## src/rtl/button_irq_ctrl_pkg.sv

```systemverilog
// Shared types for the button interrupt controller.
// FSM encoding and index-width helper.
package btn_irq_pkg;

    typedef enum logic [1:0] {
        IDLE = 2'd0,
        REQ  = 2'd1,
        HOLD = 2'd2
    } state_t;

    function automatic int idx_w(input int n);
        return (n > 1) ? $clog2(n) : 1;
    endfunction

endpackage

```

## src/rtl/button_irq_ctrl_if.sv

```systemverilog
// Request/acknowledge link between the controller and the CPU.
// master = interrupt source, slave = CPU side.
interface button_irq_ctrl_if #(
    parameter int NUM_BTN = 4
);
    import btn_irq_pkg::*;

    localparam int IDX_W = idx_w(NUM_BTN);

    logic             int_req;
    logic             int_ack;
    logic [IDX_W-1:0] cause_id;
    logic             cause_release;

    modport master (
        output int_req,
        output cause_id,
        output cause_release,
        input  int_ack
    );

    modport slave (
        input  int_req,
        input  cause_id,
        input  cause_release,
        output int_ack
    );

endinterface

```

## src/rtl/button_irq_ctrl_edge_detect.sv

```systemverilog
// Per-button edge detector with registered rise/fall pulses.
// prev loads the live level in reset so held buttons make no edge.
module btn_edge_detect (
    input  logic clk,
    input  logic clrn,
    input  logic btn,
    output logic rise,
    output logic fall
);

    logic prev;

    always_ff @(posedge clk) begin
        if (!clrn) begin
            prev <= btn;
            rise <= 1'b0;
            fall <= 1'b0;
        end else begin
            prev <= btn;
            rise <= btn & ~prev;
            fall <= ~btn & prev;
        end
    end

endmodule

```

## src/rtl/button_irq_ctrl.sv

```systemverilog
// Button edges to a single CPU interrupt with hold-off.
// Optional release events: define BTN_IRQ_RELEASE_EN.
module button_irq_ctrl
    import btn_irq_pkg::*;
#(
    parameter int NUM_BTN        = 4,
    parameter int HOLDOFF_CYCLES = 100000,
    parameter int CNT_W          = 8
) (
    input  logic               clk,
    input  logic               clrn,
    input  logic [NUM_BTN-1:0] btn_db,
    input  logic [NUM_BTN-1:0] irq_mask,
    button_irq_ctrl_if.master  irq,
    output logic [NUM_BTN-1:0] pending,
    output logic [NUM_BTN-1:0] overrun,
    output logic [CNT_W-1:0]   ack_count
);

    localparam int IDX_W = idx_w(NUM_BTN);
    localparam int HLD_W =
        (HOLDOFF_CYCLES > 1) ? $clog2(HOLDOFF_CYCLES) : 1;

    state_t             state;
    logic               req;
    logic [IDX_W-1:0]   cause_q;
    logic               rel_q;
    logic [HLD_W-1:0]   hold;

    logic [NUM_BTN-1:0] rise;
    logic [NUM_BTN-1:0] fall;
    logic [NUM_BTN-1:0] set_p;
    logic [NUM_BTN-1:0] clr_p;
    logic [NUM_BTN-1:0] sel;
    logic [NUM_BTN-1:0] rel_pend;
    logic [NUM_BTN-1:0] ov_set;
    logic               ack_fire;
    logic               any;
    logic [IDX_W-1:0]   pick;
    logic               pick_rel;

    for (genvar i = 0; i < NUM_BTN; i++) begin : g_edge
        btn_edge_detect u_edge (
            .clk  (clk),
            .clrn (clrn),
            .btn  (btn_db[i]),
            .rise (rise[i]),
            .fall (fall[i])
        );
    end

    assign ack_fire = (state == REQ) & irq.int_ack;
    assign sel      = NUM_BTN'(1) << cause_q;
    assign set_p    = rise & irq_mask;
    assign clr_p    = (ack_fire & ~rel_q) ? sel : '0;

`ifdef BTN_IRQ_RELEASE_EN
    logic [NUM_BTN-1:0] set_r;
    logic [NUM_BTN-1:0] clr_r;

    assign set_r = fall & irq_mask;
    assign clr_r = (ack_fire & rel_q) ? sel : '0;

    always_ff @(posedge clk) begin
        if (!clrn) begin
            rel_pend <= '0;
        end else begin
            rel_pend <= (rel_pend & ~clr_r) | set_r;
        end
    end

    assign ov_set = (set_p & pending & ~clr_p)
                  | (set_r & rel_pend & ~clr_r);
`else
    logic unused_fall;

    assign unused_fall = ^fall;
    assign rel_pend    = '0;
    assign ov_set      = set_p & pending & ~clr_p;
`endif

    // Set beats clear, so an edge on the acked button re-pends it.
    always_ff @(posedge clk) begin
        if (!clrn) begin
            pending <= '0;
            overrun <= '0;
        end else begin
            pending <= (pending & ~clr_p) | set_p;
            overrun <= overrun | ov_set;
        end
    end

    // Lowest index wins; press beats release at the same index.
    always_comb begin
        any      = 1'b0;
        pick     = '0;
        pick_rel = 1'b0;
        for (int i = NUM_BTN - 1; i >= 0; i--) begin
            if (pending[i] | rel_pend[i]) begin
                any      = 1'b1;
                pick     = IDX_W'(i);
                pick_rel = ~pending[i];
            end
        end
    end

    always_ff @(posedge clk) begin
        if (!clrn) begin
            state     <= IDLE;
            req       <= 1'b0;
            cause_q   <= '0;
            rel_q     <= 1'b0;
            hold      <= '0;
            ack_count <= '0;
        end else begin
            unique case (state)
                IDLE: begin
                    if (any) begin
                        cause_q <= pick;
                        rel_q   <= pick_rel;
                        req     <= 1'b1;
                        state   <= REQ;
                    end
                end
                REQ: begin
                    if (irq.int_ack) begin
                        req       <= 1'b0;
                        ack_count <= ack_count + 1'b1;
                        hold      <= HLD_W'(HOLDOFF_CYCLES - 1);
                        state     <= HOLD;
                    end
                end
                HOLD: begin
                    if (hold == '0) begin
                        state <= IDLE;
                    end else begin
                        hold <= hold - 1'b1;
                    end
                end
                default: state <= IDLE;
            endcase
        end
    end

    assign irq.int_req       = req;
    assign irq.cause_id      = cause_q;
    assign irq.cause_release = rel_q;

endmodule

```

## src/flat_wrapper.sv

```systemverilog
// flat-port wrapper written by rule: the top's interface ports become plain ports
module button_irq_ctrl_flat import btn_irq_pkg::*;
#(
    parameter int NUM_BTN        = 4,
    parameter int HOLDOFF_CYCLES = 100000,
    parameter int CNT_W          = 8
)
  (clk, clrn, btn_db, irq_mask, pending, overrun, ack_count, irq_int_req, irq_cause_id, irq_cause_release, irq_int_ack);
  button_irq_ctrl_if #(.NUM_BTN(NUM_BTN)) irq_i ();
  input  logic clk;
  input  logic clrn;
  input  logic [NUM_BTN-1:0] btn_db;
  input  logic [NUM_BTN-1:0] irq_mask;
  output logic [NUM_BTN-1:0] pending;
  output logic [NUM_BTN-1:0] overrun;
  output logic [CNT_W-1:0] ack_count;
  output wire logic [$bits(irq_i.int_req)-1:0] irq_int_req;
  output wire logic [$bits(irq_i.cause_id)-1:0] irq_cause_id;
  output wire logic [$bits(irq_i.cause_release)-1:0] irq_cause_release;
  input wire logic [$bits(irq_i.int_ack)-1:0] irq_int_ack;
  assign irq_int_req = irq_i.int_req;
  assign irq_cause_id = irq_i.cause_id;
  assign irq_cause_release = irq_i.cause_release;
  assign irq_i.int_ack = irq_int_ack;
  button_irq_ctrl #(.NUM_BTN(NUM_BTN), .HOLDOFF_CYCLES(HOLDOFF_CYCLES), .CNT_W(CNT_W)) u_core (.clk(clk), .clrn(clrn), .btn_db(btn_db), .irq_mask(irq_mask), .irq(irq_i), .pending(pending), .overrun(overrun), .ack_count(ack_count));
endmodule
```

## config.mk

```make
export PLATFORM = sky130hd
export DESIGN_NAME = button_irq_ctrl_flat
export DESIGN_NICKNAME = d
export VERILOG_FILES = /design/src/rtl/button_irq_ctrl_pkg.sv /design/src/rtl/button_irq_ctrl_if.sv /design/src/rtl/button_irq_ctrl_edge_detect.sv /design/src/rtl/button_irq_ctrl.sv /design/src/flat_wrapper.sv
export SDC_FILE = /design/constraint.sdc
export NUM_CORES = 1
export LEC_CHECK = 0
export ABC_AREA = 1
export CAP_MARGIN = 20
export CORE_ASPECT_RATIO = 1.4
export CORE_MARGIN = 2
export CORE_UTILIZATION = 54
export DETAILED_ROUTE_END_ITERATION = 8
export PLACE_DENSITY = 0.79
export SLEW_MARGIN = 20
export SYNTH_ARGS = -nofsm -noshare
export SYNTH_HDL_FRONTEND = slang
export SYNTH_SLANG_ARGS = --single-unit
export TNS_END_PERCENT = 30
```

## constraint.sdc

```tcl
create_clock -name clk -period 4.2 [get_ports clk]
set_clock_uncertainty 0.05 [all_clocks]
set_input_delay 0.84 -clock clk [delete_from_list [all_inputs] [get_ports clk]]
set_output_delay 0.84 -clock clk [all_outputs]
set_load 0.05 [all_outputs]
```

======== After elaboration in Yosys (flattened, before gate mapping) ========
Cells that the tools add are included.
storage, ports and cells
  logic and storage cells ................. 79
  input bits .............................. 11
  output and inout bits ................... 20
  register bits after elaboration ......... 47
cells by class
  add/subtract/negate cells ............... 2
  multiplexer cells ....................... 23
  bitwise gates (word level) .............. 22
  reductions and logical operators ........ 9
  equal/unequal tests ..................... 6
  shift-type cells ........................ 1
operators by type and width
  kind                                                 count
  2-to-1 mux 17 bit                                    2
  one-hot mux 17 bit (2 select lines)                  1
  logical NOT 17 bit                                   1
  subtractor 17 x 1 -> 17 bit (second input constant)  1
  AND 4 bit                                            4
  2-to-1 mux 2 bit                                     7
  2-to-1 mux 1 bit                                     10
  NOT 1 bit                                            9
  AND reduction 3 bit                                  3
  adder 8 x 1 -> 8 bit (second input constant)         1
  bitwise OR 4 bit                                     2
  AND 1 bit                                            6
  one-hot mux 2 bit (3 select lines)                   1
  2-to-1 mux 4 bit                                     1
  != test 2 x 1 -> 1 bit (second input constant)       2
  != test 2 bit (second input constant)                2
  NOT 4 bit                                            1
  AND reduction 2 bit                                  2
  nonzero test 2 bit                                   2
  << shifter 1 x 2 -> 4 bit (first input constant)     1
  == test 2 x 1 -> 1 bit (second input constant)       1
  == test 2 bit (second input constant)                1
  logical NOT 2 bit                                    1
  one-hot mux 1 bit (2 select lines)                   1

======== Depth between registers and ports, before layout ========
  depth in word-level cells ............... 7
  mapped depth ............................ 10
  mapped depth without buffers ............ 10

======== By module ========
A second synthesis with hierarchy kept.
unflattened totals
  cells, all modules ...................... 325
  area total of the unflattened synthesis .. 2449.8 um^2
by module, submodules not included
  module           area each (um^2)  sequential area each (um^2)  times used  cells each
  button_irq_ctrl  2149.6            760.7                        1           297
  btn_edge_detect  75.1              60.1                         4           7

======== Least setup slack after synthesis ========
Ideal clock, no wire load.
  path type ............................... input port to flip-flop
  start ................................... input port irq_int_ack
  end ..................................... register u_core.ack_count[6]
  data required time ...................... 4037 ps
  path buffers ............................ 0
  data arrival time ....................... 1564 ps
  setup time .............................. 113 ps
  stages on the path ...................... 7
  slack ................................... 2473 ps
  path through ............................ inv_1 > nor2_2 > nand3_1 > nor3_2 > nand2_1 > nor2_1 > nor2_1
between the ends
  word-level cells in the longest chain between the ends .. 1
RTL lines
  element                        RTL line                text
  start: declaration             flat_wrapper.sv:20      input wire logic [$bits(irq_i.int_ack)-1:0] irq_int_ack;
  AND reduction 2 bit (no line)  n/a
  end signal: assignment         button_irq_ctrl.sv:128  ack_count <= ack_count + 1'b1;
  end: declaration               button_irq_ctrl.sv:17   output logic [CNT_W-1:0] ack_count
Every way passes these cells.
A chain may end at the register's enable or synchronous reset.

======== Final worst setup path ========
  start ................................... register u_core.cause_q[0] (netlist: u_core.irq.cause_id[0])
  end ..................................... output port irq_cause_id[0]
RTL lines
  element                   RTL line                text
  start: declaration        button_irq_ctrl.sv:26   logic [IDX_W-1:0] cause_q;
  start signal: assignment  button_irq_ctrl.sv:119  cause_q <= pick;
  end: declaration          flat_wrapper.sv:18      output wire logic [$bits(irq_i.cause_id)-1:0] irq_cause_id;
No word-level cell between the ends.

==> results.json <==
{
  "relSlewSlack": 0.596,
  "min_from": "u_core.g_edge[2].u_edge.prev$_DFF_P_",
  "dp.cells": 379,
  "syn_area_sq_mm": 0.00221,
  "core_sq_mm": 0.00392,
  "cts_tree": "yes",
  "synth_top_family_by_area": "simple AND/OR/NAND/NOR gates",
  "cp_top_family": "buffers and inverters",
  "synth-main-ff-cell": "dfxtp_1",
  "boundaryPins": 31,
  "outcome": "finished, final reports clean",
  "nets": 356,
  "rr_startpoint": "u_core.hold[0]$_SDFFE_PN0P_",
  "synth_adder_area_share": 0.0113,
  "grt_max_degree": 29,
  "synth_nets": 329,
  "max_stage_delay_ps": 830,
  "synthXorXnorAreaFrac": 0.00793,
  "cp_cell_sequence": "clkdlybuf4s50_1",
  "maxUsedRoutingLayer": "met4",
  "r2r-end": "u_core.hold[13]$_SDFFE_PN0P_",
  "detail_route.first_pass.iterations": 4,
  "rr_worst_depth": 9,
  "ctsResizeCount": 0,
  "cts_made_buffers": 5,
  "cts_max_level": 2,
  "syn2layout_area_growth_pct": 16.4,
  "muxShareOfSynthArea": 0,
  "synth_edf_count": 0,
  "drtAntennaViolNets": 0,
  "critPathSlowestCell": "clkdlybuf4s50_1",
  "clk_latency_ps": 300,
  "crit_type": "reg2out",
  "layout_common_cells": "nand2_1, nor2_1, dfxtp_1, inv_1, nand3_1",
  "final_common_cell": "nand2_1",
  "cts.path.max_buffers": 2,
  "min_period_ps": 2420,
  "hold_class": "reg2reg",
  "finalHoldWorstSlack_ps": 338,
  "synth_cell_types": 32,
  "synth_compound_area_frac": 0.103,
  "syn_area_per_cell_sq_um": 6.99,
  "rsz0062_at_grt": "false",
  "start_util": 0.564,
  "path_clk_slew_ps": 90,
  "grt-ovfl-total": 0,
  "fin_cells": 387,
  "post-cts-setup-buffers": 0,
  "irDropWorstVdd_v": 0.000326,
  "pwr_density_cell_mw_per_mm2": 388,
  "grt_usage": 0.225,
  "cap_violations": 0,
  "drive_above_1_share": 0.0843,
  "dieHeight_um": 79.7,
  "portBuffers": 29,
  "drt_wl_total_um": 4680,
  "grt_pass1_vias": 1946,
  "ctsRootBufferMaster": "clkbuf_8",
  "hold_viol": 0,
  "antenna_found_initial": 0,
  "end_kind": "output port",
  "netlist_instances": 316,
  "die-area_sq_mm": 0.00462,
  "period_share": 0.577,
  "wl_met2_um": 2500,
  "p_leak_nw": 1.06,
  "yosysWarnings": 0,
  "hold_end": "u_core.g_edge[2].u_edge.rise$_SDFF_PN0_",
  "wl_met3_um": 161,
  "worst_slack_ps": 1780,
  "place_worst_setup_slack_ps": 1660,
  "drc": 0,
  "gp_congestion": 0.811,
  "tns_ps": 0,
  "synth-seq-cells": 46,
  "max_freq_ghz": 0.412,
  "antenna_cells": 0,
  "cts_hold_buffers": 0,
  "wire_per_inst_um": 12.1,
  "row_count": 27,
  "num_vias": 2004,
  "final_core_util": 0.656,
  "dp_hpwl_um": 3380,
  "setup_viol": 0,
  "drt-met1-wl_um": 1950,
  "worst-endpoint-arrival_ps": 1530,
  "first_iter_violations": 94,
  "worst_pin_slew_ps": 605,
  "yosys.area_share.simple": 0.372,
  "synthArstFlopShare": 0,
  "die_x_um": 58.0,
  "ys_seq_area_frac": 0.417,
  "viasPerCell": 5.18,
  "grt_pass1_wl_um": 8150,
  "path_buf_inv": 1,
  "rrSetupSlack_ps": 2390,
  "critical_path_peak_fanout": 4,
  "required_ps": 3310,
  "start_kind": "register",
  "min_path_cells": 1,
  "drv_slew": 0,
  "cts_sinks": 46
}
worst reg2reg max path, delay by kind of cell (launching register included):
kind / cells / cell delay, ps
AO/OA/AOI/OAI: 1 / 60
AND/OR/NAND/NOR: 6 / 910
buffers and inverters: 1 / 110
flip-flops: 1 / 300
adder cells (fa/ha/maj): 1 / 260
per-layer routing:
metal | vias up | track usage
li1 | 1055 | -
met1 | 911 | 0.240
met2 | 32 | 0.427
met3 | 6 | 0.0454
met4 | 0 | 0.0767
met5 | - | 0
report_power, final:
group / internal (W) / leakage, nW / switching [W]
combinational: 0.0000950 / 0.644 / 0.000165
clock: 0.000117 / 0.0452 / 0.000147
sequential: 0.000456 / 0.375 / 0.0000180
sequential cells by signal (all words and copies together) (netlist names):
register	cells
u_core.hold	17
u_core.irq.int_req	1
u_core.g_edge.u_edge.rise	4
u_core.pending	4
u_core.irq.cause_id	2
u_core.g_edge.u_edge.prev	4
u_core.ack_count	8
u_core.overrun	4
u_core.state	2
worst max path at each step:
| stage | start | end | slack (ps) | depth (start not counted) |
|---|---|---|---|---|
| after CTS | u_core.irq.cause_id[0]$_SDFFE_PN0P_ | irq_cause_id[0] | 1770 | 1 |
| after floorplan | irq_int_ack | u_core.ack_count[6]$_SDFFE_PN0P_ | 2470 | 7 |
| after global placement | irq_int_ack | u_core.ack_count[7]$_SDFFE_PN0P_ | 1680 | 8 |
| final | u_core.irq.cause_id[0]$_SDFFE_PN0P_ | irq_cause_id[0] | 1780 | 1 |
| after global routing | u_core.pending[3]$_SDFF_PN0_ | pending[3] | 1720 | 1 |
| after detailed placement | irq_int_ack | u_core.ack_count[7]$_SDFFE_PN0P_ | 1660 | 8 |
cells in the mapped netlist (3+ instances only):
cell / instances / area share
o21ai_0: 7 / 0.016
clkbuf_1: 3 / 0.0051
nor2_1: 54 / 0.092
inv_2: 3 / 0.0051
inv_1: 30 / 0.051
a31oi_1: 4 / 0.011
nand2_1: 74 / 0.13
nand3b_1: 3 / 0.010
a21oi_1: 24 / 0.054
nand3_1: 30 / 0.068
nor2_2: 8 / 0.023
dfxtp_1: 46 / 0.42
metrics by stage:
| stage | total power (W) | cell area (sq um) |
|---|---|---|
| after floorplan | 0.000691 | 2210 |
| after global placement | 0.000740 | 2480 |
| after detailed placement | 0.000746 | 2480 |
| after CTS | 0.00101 | 2570 |
| after global routing | 0.00106 | 2570 |
| final | 0.000998 | 2570 |
cells by family (layout without fill, tap and decap cells):
logic type	Yosys count	count (layout)
AOI/OAI and AO/OA	41	41
xor gates and xnor gates	2	2
adders and majority gates	2	2
buffers and inverters	42	70
DFF	46	46
other	1	1
and+or+nand+nor	182	182
cell type report:
cell class / count / area, sq um
fillers: 366 / 1350
multi-input cells: 228 / 1100
flip-flops and latches: 46 / 921
repair buffers: 29 / 290
inverters: 33 / 124
clock buffers: 6 / 72.6
well taps: 43 / 53.8
clock inverters: 2 / 13.8
No activity file was read; power rests on OpenSTA's default activity.
